[config.mk]
export PLATFORM = sky130hd
export DESIGN_NAME = dtc_feature_streamer_flat
export DESIGN_NICKNAME = d
export VERILOG_FILES = /design/src/rtl/dtc_feature_streamer_if.sv /design/src/rtl/dtc_feature_streamer.sv /design/src/flat_wrapper.sv
export SDC_FILE = /design/constraint.sdc
export NUM_CORES = 1
export LEC_CHECK = 0
export ABC_CLOCK_PERIOD_IN_PS = 2100
export BUFFER_PORTS_ARGS = -buffer_cell sky130_fd_sc_hd__buf_2
export CORE_ASPECT_RATIO = 0.5
export CORE_MARGIN = 3
export CORE_UTILIZATION = 25
export CTS_CLUSTER_SIZE = 30
export DETAILED_ROUTE_END_ITERATION = 7
export HOLD_SLACK_MARGIN = 0.03
export PLACE_DENSITY = 0.44
export SYNTH_ARGS = -nofsm -noshare
export SYNTH_HDL_FRONTEND = slang
export SYNTH_SLANG_ARGS = --single-unit
[constraint.sdc]
create_clock -name clk -period 2.1 [get_ports clk]
set_input_delay 0.21 -clock clk [delete_from_list [all_inputs] [get_ports clk]]
set_output_delay 0.21 -clock clk [all_outputs]
set_load 0.01 [all_outputs]
[src/rtl/dtc_feature_streamer_if.sv]
// Handshake bundle between the feature pipeline, the streamer and the result consumer.
// The streamer uses the slave modport; the feature source/result sink uses master.
interface dtc_feature_streamer_if #(
   parameter int N_FEAT = 12,
   parameter int N_CLS  = 3
);
   logic              s_valid;
   logic              s_ready;
   logic              s_bit;
   logic              s_abort;
   logic              m_valid;
   logic              m_ready;
   logic [N_CLS-1:0]  m_class;
   logic [N_FEAT-1:0] m_feat;

   modport master (
      output s_valid, s_bit, s_abort, m_ready,
      input  s_ready, m_valid, m_class, m_feat
   );

   modport slave (
      input  s_valid, s_bit, s_abort, m_ready,
      output s_ready, m_valid, m_class, m_feat
   );
endinterface

[src/rtl/dtc_feature_streamer.sv]
// Deserialises a bit-serial feature vector for a combinational decision-tree classifier,
// registers the returned label, hands it downstream and keeps a saturating class histogram.
//
// state    | meaning
// ---------+-------------------------------------------------------------
// ST_SHIFT | accepting feature bits LSB-first into the shift register
// ST_EVAL  | one cycle, classifier sees the stable vector, label captured
// ST_HOLD  | result presented on m_*, waiting for m_ready
module dtc_feature_streamer #(
   parameter int N_FEAT = 12,
   parameter int N_CLS  = 3,
   parameter int CNT_W  = 16
) (
   input  logic                  clk,
   input  logic                  rst_n,
   dtc_feature_streamer_if.slave io,
   output logic [N_FEAT-1:0]     cls_inp,
   input  logic [N_CLS-1:0]      cls_outp,
   input  logic                  clr_cnt,
   input  logic [N_CLS-1:0]      cnt_sel,
   output logic [CNT_W-1:0]      cnt_val
);
   localparam int BC_W  = $clog2(N_FEAT);
   localparam int N_BIN = 1 << N_CLS;

   localparam logic [1:0] ST_SHIFT = 2'd0;
   localparam logic [1:0] ST_EVAL  = 2'd1;
   localparam logic [1:0] ST_HOLD  = 2'd2;

   localparam logic [BC_W-1:0]  BC_LAST = BC_W'(N_FEAT - 1);
   localparam logic [CNT_W-1:0] CNT_MAX = '1;

   logic [1:0]        state_q, state_d;
   logic [BC_W-1:0]   bitcnt_q, bitcnt_d;
   logic [N_FEAT-1:0] shreg_q, shreg_d;
   logic [N_FEAT-1:0] cls_inp_q, cls_inp_d;
   logic              s_ready_q, s_ready_d;
   logic              m_valid_q, m_valid_d;
   logic [N_CLS-1:0]  m_class_q, m_class_d;
   logic [N_FEAT-1:0] m_feat_q, m_feat_d;
   logic [CNT_W-1:0]  cnt_q [N_BIN];
   logic [CNT_W-1:0]  cnt_d [N_BIN];
   logic [CNT_W-1:0]  cnt_val_q, cnt_val_d;

   always_comb begin
      state_d   = state_q;
      bitcnt_d  = bitcnt_q;
      shreg_d   = shreg_q;
      cls_inp_d = cls_inp_q;
      m_valid_d = m_valid_q;
      m_class_d = m_class_q;
      m_feat_d  = m_feat_q;

      case (state_q)
         ST_SHIFT: begin
            if (io.s_abort) begin
               bitcnt_d = '0;
            end else if (io.s_valid && s_ready_q) begin
               shreg_d[bitcnt_q] = io.s_bit;
               if (bitcnt_q == BC_LAST) begin
                  cls_inp_d = shreg_d;
                  bitcnt_d  = '0;
                  state_d   = ST_EVAL;
               end else begin
                  bitcnt_d = bitcnt_q + 1'b1;
               end
            end
         end
         ST_EVAL: begin
            m_class_d = cls_outp;
            m_feat_d  = cls_inp_q;
            m_valid_d = 1'b1;
            state_d   = ST_HOLD;
         end
         ST_HOLD: begin
            if (io.m_ready) begin
               m_valid_d = 1'b0;
               state_d   = ST_SHIFT;
            end
         end
         default: state_d = ST_SHIFT;
      endcase

      // s_ready is registered so it is low throughout reset and rises with the SHIFT entry
      s_ready_d = (state_d == ST_SHIFT);
   end

   always_comb begin
      for (int i = 0; i < N_BIN; i++) begin
         cnt_d[i] = cnt_q[i];
         if (clr_cnt) begin
            cnt_d[i] = '0;
         end else if (state_q == ST_EVAL && cls_outp == N_CLS'(i) && cnt_q[i] != CNT_MAX) begin
            cnt_d[i] = cnt_q[i] + 1'b1;
         end
      end
      cnt_val_d = cnt_q[cnt_sel];
   end

   always_ff @(posedge clk) begin
      if (!rst_n) begin
         state_q   <= ST_SHIFT;
         bitcnt_q  <= '0;
         shreg_q   <= '0;
         cls_inp_q <= '0;
         s_ready_q <= 1'b0;
         m_valid_q <= 1'b0;
         m_class_q <= '0;
         m_feat_q  <= '0;
         cnt_val_q <= '0;
         for (int i = 0; i < N_BIN; i++) cnt_q[i] <= '0;
      end else begin
         state_q   <= state_d;
         bitcnt_q  <= bitcnt_d;
         shreg_q   <= shreg_d;
         cls_inp_q <= cls_inp_d;
         s_ready_q <= s_ready_d;
         m_valid_q <= m_valid_d;
         m_class_q <= m_class_d;
         m_feat_q  <= m_feat_d;
         cnt_val_q <= cnt_val_d;
         for (int i = 0; i < N_BIN; i++) cnt_q[i] <= cnt_d[i];
      end
   end

   assign io.s_ready = s_ready_q;
   assign io.m_valid = m_valid_q;
   assign io.m_class = m_class_q;
   assign io.m_feat  = m_feat_q;
   assign cls_inp    = cls_inp_q;
   assign cnt_val    = cnt_val_q;
endmodule

[src/flat_wrapper.sv]
// flat-port wrapper written by rule: the top's interface ports become plain ports
module dtc_feature_streamer_flat 
#(
   parameter int N_FEAT = 12,
   parameter int N_CLS  = 3,
   parameter int CNT_W  = 16
)
  (clk, rst_n, cls_inp, cls_outp, clr_cnt, cnt_sel, cnt_val, io_s_valid, io_s_bit, io_s_abort, io_m_ready, io_s_ready, io_m_valid, io_m_class, io_m_feat);
  dtc_feature_streamer_if #(.N_FEAT(N_FEAT), .N_CLS(N_CLS)) io_i ();
  input  logic clk;
  input  logic rst_n;
  output logic [N_FEAT-1:0] cls_inp;
  input  logic [N_CLS-1:0] cls_outp;
  input  logic clr_cnt;
  input  logic [N_CLS-1:0] cnt_sel;
  output logic [CNT_W-1:0] cnt_val;
  input wire logic [$bits(io_i.s_valid)-1:0] io_s_valid;
  input wire logic [$bits(io_i.s_bit)-1:0] io_s_bit;
  input wire logic [$bits(io_i.s_abort)-1:0] io_s_abort;
  input wire logic [$bits(io_i.m_ready)-1:0] io_m_ready;
  output wire logic [$bits(io_i.s_ready)-1:0] io_s_ready;
  output wire logic [$bits(io_i.m_valid)-1:0] io_m_valid;
  output wire logic [$bits(io_i.m_class)-1:0] io_m_class;
  output wire logic [$bits(io_i.m_feat)-1:0] io_m_feat;
  assign io_i.s_valid = io_s_valid;
  assign io_i.s_bit = io_s_bit;
  assign io_i.s_abort = io_s_abort;
  assign io_i.m_ready = io_m_ready;
  assign io_s_ready = io_i.s_ready;
  assign io_m_valid = io_i.m_valid;
  assign io_m_class = io_i.m_class;
  assign io_m_feat = io_i.m_feat;
  dtc_feature_streamer #(.N_FEAT(N_FEAT), .N_CLS(N_CLS), .CNT_W(CNT_W)) u_core (.clk(clk), .rst_n(rst_n), .io(io_i), .cls_inp(cls_inp), .cls_outp(cls_outp), .clr_cnt(clr_cnt), .cnt_sel(cnt_sel), .cnt_val(cnt_val));
endmodule
==> reports/results.ini, run 1 <==
[logic_synthesis]
syn-cell-area_mm2=0.009479
syn_area_per_cell_um2=9.071
synth_enable_flop_cells=0
ys_seq_area_share_pct=40.13
syn_nets=1070
ys_warn_count=0
ys_ff_latch=190
synth.distinct_cells=51
synth_cells=1045
ys_async_sr_fraction_pct=0
ys.flop_type=dfxtp_1

[finish]
nFillCells=3835
final_cell_mix=dfxtp_1, nor2_1, nand2_1
instances_no_fill=1627
drive_gt1_share_pct=17.43
area_growth_pct=18.68
mostFrequentLayoutCell=dfxtp_1
final_net_count=1154

[sta]
fmax_ghz=0.5175
skew_ns=0.01298
setup_tns_ns=0
period_share_pct=92.02
rsz0062_at_grt=false
worst_pin_slew_ns=0.5122
hold_viol=0
slew_headroom_pct=65.49
finalCriticalPeriod_ns=1.932
setup_viol=0
slew_violations=0

[setup_path]
reg2reg_slack_ns=0.17
cp_common_cell=nand4_1
reg2reg_from=u_core.cnt_q[3][0]
slowest_stage=or4_4
critPathKind=flip-flop to flip-flop
cpPeakStageDelay_ns=0.54
cp_max_fo=6
worstPathRequired_ns=2.42
end_kind=flip-flop
ff2ff_path_depth=7
timing.rr.end=u_core.cnt_q[3][13]
worstSetupStartpointType=flip-flop
crit_chain=ha_1 -> nand4_1 -> or4_4 -> buf_4 -> nand4_1 -> xor2_1 -> nor2_1
cp.arrival_ns=2.25

[grt]
antenna_found_initial=1
grt_usage_pct=13.74
grt_pass1_wl_um=43190
busiest_layer=met2
overflow=0
grt_start_max_net_pins=73
met1_usage_pct=18.36
grt_use_met2_pct=22.66
use_met3_pct=2.305
grt_pass1_vias=7545

[clock_network]
cts.clk_slew.worst_paths_ns=0.08
clock_latency_ns=0.45
cts_tree=built
clockBufferDepth=2
cts.sinks=190
cts_root_buf=clkbuf_16
cts_inserted_buffers=17
cts.htree.levels=4

[detailed_routing]
dr.pass1.iters=5
ant_nets=0
routed_wl_um=27020
wl_per_cell_um=16.61
dr.first_iter.drc_count=517
viasPerCell=4.913
drc_errors=0
num_vias=7994

[hold_path]
worstHoldStart=cls_outp[0]
hold_class=input port to flip-flop
hold-path-cell-count=3
min_to=u_core.io.m_class[0]

[floorplanning]
rows=49
die_x_um=281.4
pin_count=58
die_y_um=143.7
core_mm2=0.03666
initial_utilization_pct=25.85
die-area_mm2=0.04043

[flow_run]
maxCapViolations=0

[power]
p_leak_nw=3.816
power.density_mw_per_mm2=620.3
ir_drop_mv=0.4085

[place]
port_buffers=57
placedCellCount=1594
dp_hpwl_um=20070
place_congestion=0.8810

[status]
status=finished clean

power by group:
part | switching, W | internal (W) | total, W
logic | 0.000146 | 0.0000901 | 0.000236
registers | 0.00000245 | 0.00360 | 0.00360
clock network | 0.00156 | 0.00158 | 0.00314
total | 0.00171 | 0.00527 | 0.00698
synth_stat cells (all sizes together), types with 2 or more instances:
cell type	n	area share, %
o31ai	3	0.24
nor4	33	2.6
nand3b	2	0.16
nand2b	5	0.33
xor2	29	2.7
and2	4	0.26
nor4b	7	0.65
a22oi	3	0.24
or2	4	0.26
buf	17	0.96
o21a	4	0.32
nand3	65	3.4
nor2	125	4.9
nand4	40	2.6
clkbuf	35	1.4
nand4b	4	0.37
nor2b	28	1.8
o211ai	8	0.63
a21boi	24	1.9
o211a	4	0.42
ha	12	1.6
or3	10	0.66
dfxtp	190	40
nor3b	8	0.75
a31oi	4	0.26
o31a	2	0.18
o21ai	14	0.74
mux4	32	7.6
nor3	40	2.2
and3	22	1.5
inv	7	0.28
mux2i	32	3.4
and4	14	1.3
xnor2	72	6.7
a21oi	11	0.58
or4	8	0.67
nand2	115	4.6
critical path, delay by kind of cell, from the launching register on:
kind / cells / cell delay (ns)
buffers and inverters: 1 / 0.19
XOR/XNOR: 1 / 0.16
adder cells (fa/ha/maj): 1 / 0.22
flip-flops: 1 / 0.41
AND/OR/NAND/NOR: 4 / 0.84
metal layers:
metal  vias up  part of all wire, %
li1       3918                    -
met1      3899                   49
met2       149                   47
met3        28                  2.8
met4         0                  1.9
met5         -                    0
what timing repair did:
item / in CTS / in global routing
hold buffers: 0 / 0
gates resized for setup: 0 / 4
buffers inserted: 0 / 0
endpoints found under the setup margin: 0 / 12
cell type report:
class / count / area [um^2] / area share [%]
sequential: 190 / 3805 / 33.82
timing repair buffer: 117 / 810.8 / 7.207
multi-input combinational: 796 / 5450 / 48.45
clock buffer: 20 / 446.7 / 3.971
tap: 484 / 605.6 / 5.383
clock inverter: 12 / 102.6 / 0.9120
antenna: 1 / 2.502 / 0.02224
inverter: 7 / 26.28 / 0.2336
worst max path at each step:
stage                             from                  end  slack [ns]  cells past startpoint
floorplan           u_core.cnt_q[4][0]   u_core.cnt_q[4][0]        0.21                      6
global placement    u_core.cnt_q[6][1]  u_core.cnt_q[6][10]        0.11                      8
detailed placement  u_core.cnt_q[6][1]  u_core.cnt_q[6][14]        0.09                      8
CTS                 u_core.cnt_q[6][1]  u_core.cnt_q[6][14]        0.09                      8
global route        u_core.cnt_q[3][0]  u_core.cnt_q[3][14]        0.03                      6
finish              u_core.cnt_q[3][0]  u_core.cnt_q[3][13]        0.17                      7
flip-flops by register name (all words and copies together) (netlist names):
register and count:
u_core.bitcnt_q 4, u_core.cls_inp 12, u_core.state_q 2, u_core.io.m_class 3
u_core.cnt_val 16, u_core.shreg_q 11, u_core.io.m_valid 1, u_core.cnt_q 128
u_core.io.s_ready 1, u_core.io.m_feat 12
metrics by stage:
stage          area, um^2  hold WS (ns)  power (W)  setup slack, ns  util [%]
6_report            11250        0.1031   0.006978           0.1675     30.68
5_1_grt             11250       0.08966   0.007254          0.03361     30.68
4_1_cts             11230       0.06896   0.007090          0.09042     30.63
3_5_place_dp        10680        0.4544   0.003929          0.09078     29.13
3_3_place_gp        10680        0.4490   0.003929           0.1051     29.13
2_1_floorplan        9479        0.3549   0.003835           0.2078         -
logic make-up (layout without fill, tap and decap cells):
family / after synthesis / in the layout / synth area share (%)
compound gates: 82 / 82 / 5.966
xor+xnor: 101 / 101 / 9.332
fa+ha+maj: 12 / 12 / 1.584
buf+inv: 59 / 156 / 2.627
flops: 190 / 190 / 40.13
mux: 64 / 64 / 10.98
other cells: 0 / 1 / 0
simple gates: 537 / 537 / 29.38
Power figures use the tool's default switching activity.
==> run 2, diff against run 1 <==
Settings changed: ABC_CLOCK_PERIOD_IN_PS 2100 to 2200, CORE_ASPECT_RATIO 0.5 to not set.
Clock period 2.1 ns to 2.2 ns, I/O delays scaled along.
==> run 2 against run 1 <==
  * Clock skew rose by 0.0036 ns
  * Clock-buffer cell count rose by 1
  * Utilization fell by 0.47 points
  * Critical path type unchanged
  * Critical endpoint is now u_core.cnt_q[3][7]
  * Largest cell class unchanged
  * Largest power group unchanged
  * Highest routed layer unchanged
==> reports/results.ini, run 2 (synthesis gave the netlist of run 1 again) <==
[power]
clkPwrFrac_pct=47.5  ; +2.5 points
p_leak_nw=3.729  ; -2.3%
p_sw_w=0.001592  ; -6.6%
p_seq_share_pct=49.3  ; -2.4 points
pwr-share-comb_pct=3.2  ; -0.2 points
ir_drop_mv=0.4831  ; +18%
internal-power_w=0.005387  ; +2.2%
p_sw_share_pct=22.82  ; -1.6 points
power.density_mw_per_mm2=624.9  ; +0.75%

[clock_network]
clockBufferDepth=2  ; unchanged
cts.htree.levels=4  ; unchanged
cts.sinks=190  ; unchanged
cts.clk_slew.worst_paths_ns=0.07  ; about the same
hold_buffers=0  ; unchanged
cts_setup_buffers=0  ; unchanged
cts_resized=0  ; unchanged
cts_root_buf=clkbuf_16
cts_inserted_buffers=17  ; unchanged
cts_tree=built
clock_latency_ns=0.45  ; about the same

[detailed_routing]
wl_per_cell_um=17.08  ; +2.8%
dr.first_iter.drc_count=532  ; +2.9%
routed_wl_um=27820  ; +2.9%
dr.pass1.iters=5  ; unchanged
drc_errors=0  ; unchanged
num_vias=7868  ; -1.6%
viasPerCell=4.830  ; -1.7%
ant_nets=0  ; unchanged

[sta]
fmax_ghz=0.5187  ; +0.24%
rsz0062_at_grt=false
slew_headroom_pct=62.41  ; -3.1 points
setup_slack_ns=0.2722  ; +0.1046 ns
hold_viol=0  ; unchanged
hold_ws_ns=0.1192  ; +0.01617 ns
period_share_pct=87.63  ; -4.4 points
skew_ns=0.01659  ; +0.003608 ns
worst_pin_slew_ns=0.5618  ; +0.04954 ns
slew_violations=0  ; unchanged
finalCriticalPeriod_ns=1.928  ; -0.004623 ns
setup_viol=0  ; unchanged
setup_tns_ns=0  ; unchanged

[status]
status=finished clean

[grt]
grt_pass1_vias=7489  ; -0.74%
grt_usage_pct=13.90  ; +0.16 points
grt_pass1_wl_um=44420  ; +2.8%
grt_start_max_net_pins=55  ; -25%
antenna_found_initial=0  ; -1
overflow=0  ; unchanged

[place]
dp_worst_setup_slack_ns=0.2667  ; +0.1760 ns
place_congestion=0.8382  ; -4.9%
port_buffers=57  ; unchanged
dpl_cell_area_mm2=0.01055  ; -1.2%
dp_hpwl_um=20640  ; +2.9%

[setup_path]
cp.arrival_ns=2.25  ; about the same
ff2ff_path_depth=7  ; unchanged
worstSetupStartpointType=flip-flop
reg2reg_from=u_core.cnt_q[3][0]
reg2reg_slack_ns=0.27  ; +0.10 ns
end_kind=flip-flop
critPathKind=flip-flop to flip-flop
cp_max_fo=9  ; +3
worstPathRequired_ns=2.53  ; +0.11 ns
timing.rr.end=u_core.cnt_q[3][7]

[floorplanning]
initial_utilization_pct=25.65  ; -0.21 points
die-area_mm2=0.04029  ; -0.35%
rows=70  ; +43%
pin_count=58  ; unchanged
die_y_um=200.7  ; +40%
die_x_um=200.7  ; -29%
core_mm2=0.03696  ; +0.81%

[finish]
largest_register_ffs=128  ; unchanged
mostFrequentLayoutCell=dfxtp_1
final_net_count=1137  ; -1.5%
final_cell_mix=dfxtp_1, nor2_1, nand2_1
post-route-cell-area_mm2=0.01117  ; -0.72%
area_growth_pct=17.82
regMostFlops=u_core.cnt_q
postLayoutCoreUtil_pct=30.22  ; -0.47 points
diodes=0  ; -1
drive_gt1_share_pct=15.91  ; -1.5 points

[hold_path]
min_to=u_core.cls_inp[11]
worstHoldStart=io_s_bit
hold_class=input port to flip-flop
hold-path-cell-count=3  ; unchanged

[flow_run]
maxCapViolations=0  ; unchanged

run 2: cell types whose count changed in the layout (fill, tap and decap cells not counted), sizes merged:
cell and change:
clkbuf +1, clkinvlp +1, clkinv -2, inv -3, diode -1, bufinv +3
buf -17
run 2: cell type report:
type,count,area [um^2]
Fill cell,3973,25790
Multi-Input combinational cell,796,5434
Sequential cell,190,3804
Timing Repair Buffer,100,658.1
Tap cell,504,630.6
Clock buffer,21,460.4
Clock inverter,11,155.1
Inverter,7,26.28
run 2: worst max-delay path by stage:
stage	start	end	slack (ns)
floorplan	u_core.cnt_q[4][0]	u_core.cnt_q[4][0]	0.31
CTS	u_core.cnt_q[3][0]	u_core.cnt_q[3][7]	0.26
global route	u_core.cnt_q[3][0]	u_core.cnt_q[3][14]	0.11
detailed placement	u_core.cnt_q[3][0]	u_core.cnt_q[3][14]	0.27
global placement	u_core.cnt_q[3][0]	u_core.cnt_q[3][2]	0.28
finish	u_core.cnt_q[3][0]	u_core.cnt_q[3][7]	0.27
run 2: critical path: stages, from the launching register on:
cell and delay (ns):
dfxtp_1 0.42, ha_1 0.22, nand4_1 0.13, or4_1 0.51, buf_4 0.20, nand4_1 0.11, xor2_1 0.16, nor2_1 0.06
run 2: metrics by stage:
stage | std cells | power [W]
after detailed placement | 1597 | 0.003751
after global routing | 1629 | 0.007235
after CTS | 1629 | 0.007094
after floorplan | 1045 | 0.003660
after global placement | 1597 | 0.003753
final | 1629 | 0.006979
run 2: power by group through the flow:
| stage | Sequential, W | Combinational [W] | Clock (W) |
|---|---|---|---|
| 2_1_floorplan | 0.00352 | 0.000139 | 0 |
| 3_3_place_gp | 0.00352 | 0.000232 | 0 |
| 3_5_place_dp | 0.00352 | 0.000230 | 0 |
| 4_1_cts | 0.00344 | 0.000230 | 0.00342 |
| 5_1_grt | 0.00344 | 0.000246 | 0.00355 |
| 6_report | 0.00344 | 0.000226 | 0.00331 |
run 2: routing by layer:
metal	global-route usage, %	up-vias	wire length, um
met3	2.594	25	1058
met1	20.36	3784	14240
li1	-	3890	-
met5	0	-	0
met4	3.664	0	469
met2	20.94	169	12040
==> run 3, diff against run 2 <==
Settings changed: REMOVE_ABC_BUFFERS set to 1.
==> run 3 against run 2 <==
  * Worst setup slack worse by 0.10 ns
  * Non-clock buffer count is 2 higher
  * Wire length is 5.1% lower
  * Global-route usage is 0.76 points lower
  * Clock power is 3% lower
  * Die area stayed put
  * Critical path type unchanged
  * Sequential share of layout area hardly changed
  * Maximum frequency is 5.2% lower
  * Via count is 1.9% lower
  * Critical path depth stayed put
  * Largest power group unchanged
  * Hold slack worse by 0.019 ns
==> reports/results.ini, run 3 (synthesis gave the netlist of run 1 again) <==
[setup_path]
ff2ff_path_depth=7  ; unchanged
critPathBufInv=1  ; unchanged
end_kind=flip-flop
slowest_stage=or4_1
cpPeakStageDelay_ns=0.63  ; +0.12 ns
worstSetupStartpointType=flip-flop
worstPathRequired_ns=2.53  ; about the same
cp.arrival_ns=2.36  ; +0.11 ns
cp_max_fo=7  ; -2
crit_chain=ha_1 -> nand4_1 -> or4_1 -> buf_4 -> nand4_1 -> xor2_1 -> nor2_1
startpoint=u_core.cnt_q[3][0]
reg2reg_slack_ns=0.17  ; -0.10 ns
critPathKind=flip-flop to flip-flop
crit_family=simple AND/OR/NAND/NOR gates
reg2reg_from=u_core.cnt_q[3][0]
timing.rr.end=u_core.cnt_q[3][13]
cp_common_cell=nand4_1

[place]
dpl_cell_area_mm2=0.01057  ; +0.14%
place_congestion=0.8191  ; -2.3%
dp_hpwl_um=19630  ; -4.9%
port_buffers=57  ; unchanged

[finish]
largest_register_ffs=128  ; unchanged
mostFrequentLayoutCell=dfxtp_1
regMostFlops=u_core.cnt_q
post-route-cell-area_mm2=0.01117  ; about the same
diodes=0  ; unchanged
area_growth_pct=17.81  ; about the same
final_net_count=1139  ; +0.18%
final_cell_mix=dfxtp_1, nor2_1, nand2_1
drive_gt1_share_pct=16.25  ; +0.34 points

[grt]
antenna_found_initial=1  ; +1
use_met3_pct=2.416  ; -0.18 points
grt_pass1_vias=7167  ; -4.3%
grt_usage_pct=13.14  ; -0.76 points
grt_use_met2_pct=20.02  ; -0.92 points
busiest_layer=met2
overflow=0  ; unchanged
grt_pass1_wl_um=42030  ; -5.4%
met1_usage_pct=18.86  ; -1.5 points
grt_start_max_net_pins=59  ; +7.3%

[sta]
finalCriticalPeriod_ns=2.033  ; +0.1048 ns
hold_viol=0  ; unchanged
rsz0062_at_grt=false
period_share_pct=92.39  ; +4.8 points
slew_headroom_pct=61.73  ; -0.68 points
fmax_ghz=0.4920  ; -5.2%
setup_viol=0  ; unchanged
slew_violations=0  ; unchanged
setup_tns_ns=0  ; unchanged
skew_ns=0.01328  ; -0.003308 ns
worst_pin_slew_ns=0.5688  ; +0.007031 ns

[floorplanning]
rows=70  ; unchanged
pin_count=58  ; unchanged
die_x_um=200.7  ; unchanged
die-area_mm2=0.04029  ; unchanged
initial_utilization_pct=25.65  ; unchanged
core_mm2=0.03696  ; unchanged
die_y_um=200.7  ; unchanged

[hold_path]
worstHoldStart=cls_outp[1]
hold-path-cell-count=3  ; unchanged
min_to=u_core.io.m_class[1]
hold_class=input port to flip-flop

[detailed_routing]
drc_errors=0  ; unchanged
num_vias=7720  ; -1.9%
dr.pass1.iters=5  ; unchanged
routed_wl_um=26380  ; -5.1%
ant_nets=0  ; unchanged
dr.first_iter.drc_count=516  ; -3.0%
wl_per_cell_um=16.19  ; -5.2%
viasPerCell=4.736  ; -1.9%

[power]
p_leak_nw=3.742  ; +0.37%
power.density_mw_per_mm2=615.8  ; -1.5%
ir_drop_mv=0.5006  ; +3.6%
pwr-share-comb_pct=3.2  ; about the same
p_sw_w=0.001583  ; -0.56%
p_sw_share_pct=23.03  ; +0.21 points
p_seq_share_pct=50.0  ; +0.7 points
clkPwrFrac_pct=46.8  ; -0.7 points
internal-power_w=0.005293  ; -1.7%

[clock_network]
cts.htree.levels=4  ; unchanged
cts.clk_slew.worst_paths_ns=0.08  ; about the same
cts_setup_buffers=0  ; unchanged
clockBufferDepth=2  ; unchanged
cts_inserted_buffers=17  ; unchanged
cts.sinks=190  ; unchanged
cts_tree=built
clock_latency_ns=0.45  ; about the same
cts_root_buf=clkbuf_16

[status]
status=finished clean

[flow_run]
maxCapViolations=0  ; unchanged

[run 3: cell count changes in the layout (fill, tap and decap cells not counted), sizes merged]
cell | before | now
clkinv | 1 | 4
buf | 100 | 102
clkinvlp | 4 | 2
bufinv | 3 | 2
clkbuf | 21 | 20
[run 3: worst reg2reg max path: stages (launching register included)]
cell	delay, ns
dfxtp_1	0.40
ha_1	0.20
nand4_1	0.14
or4_1	0.63
buf_4	0.21
nand4_1	0.11
xor2_1	0.16
nor2_1	0.05
[run 3: metal layers]
metal  share of wire (%)  vias to the layer above
met1                  51                     3639
met5               0.049                        -
met3                 3.9                       29
met4                 1.7                        2
li1                    -                     3890
met2                  44                      160
[run 3: how the worst max path moves through the flow]
stage                           to  cells past startpoint  slack (ns)
2_1_floorplan   u_core.cnt_q[5][2]                      3       -0.71
3_3_place_gp    u_core.cnt_q[5][1]                      7        0.21
3_5_place_dp    u_core.cnt_q[5][1]                      7        0.16
4_1_cts         u_core.cnt_q[5][1]                      7        0.14
5_1_grt         u_core.cnt_q[5][1]                      7       0.008
6_report       u_core.cnt_q[3][13]                      7        0.17
[run 3: per-stage QoR]
step	total power (W)	util, %	cells	hold WS, ns	worst slack, ns
4_1_cts	0.006994	30.21	1630	0.08794	0.1406
3_5_place_dp	0.003746	28.59	1599	0.4536	0.1558
5_1_grt	0.007144	30.21	1630	0.09846	0.008313
3_3_place_gp	0.003747	28.59	1599	0.4470	0.2060
6_report	0.006876	30.21	1630	0.1002	0.1674
2_1_floorplan	0.003609	-	993	0.3417	-0.7075
[run 3: layout make-up]
class | instances | area, um^2
Clock inverter | 11 | 131.4
Tap cell | 504 | 630.6
Clock buffer | 20 | 466.7
Timing Repair Buffer | 102 | 673.1
Sequential cell | 190 | 3805
Fill cell | 4002 | 25790
Inverter | 7 | 26.28
Multi-Input combinational cell | 796 | 5434
[run 3: power groups by stage]
stage                     Clock [W]  Combinational (W)  Sequential [W]
final                       0.00322           0.000218         0.00344
after CTS                   0.00333           0.000225         0.00344
after global placement            0           0.000226         0.00352
after floorplan                   0          0.0000877         0.00352
after detailed placement          0           0.000225         0.00352
after global routing        0.00346           0.000239         0.00344
[run 3: timing repair]
item                                    4_1_cts  5_1_grt
endpoints found under the setup margin        0        5
resized for setup                             0        1
hold buffers                                  0        0
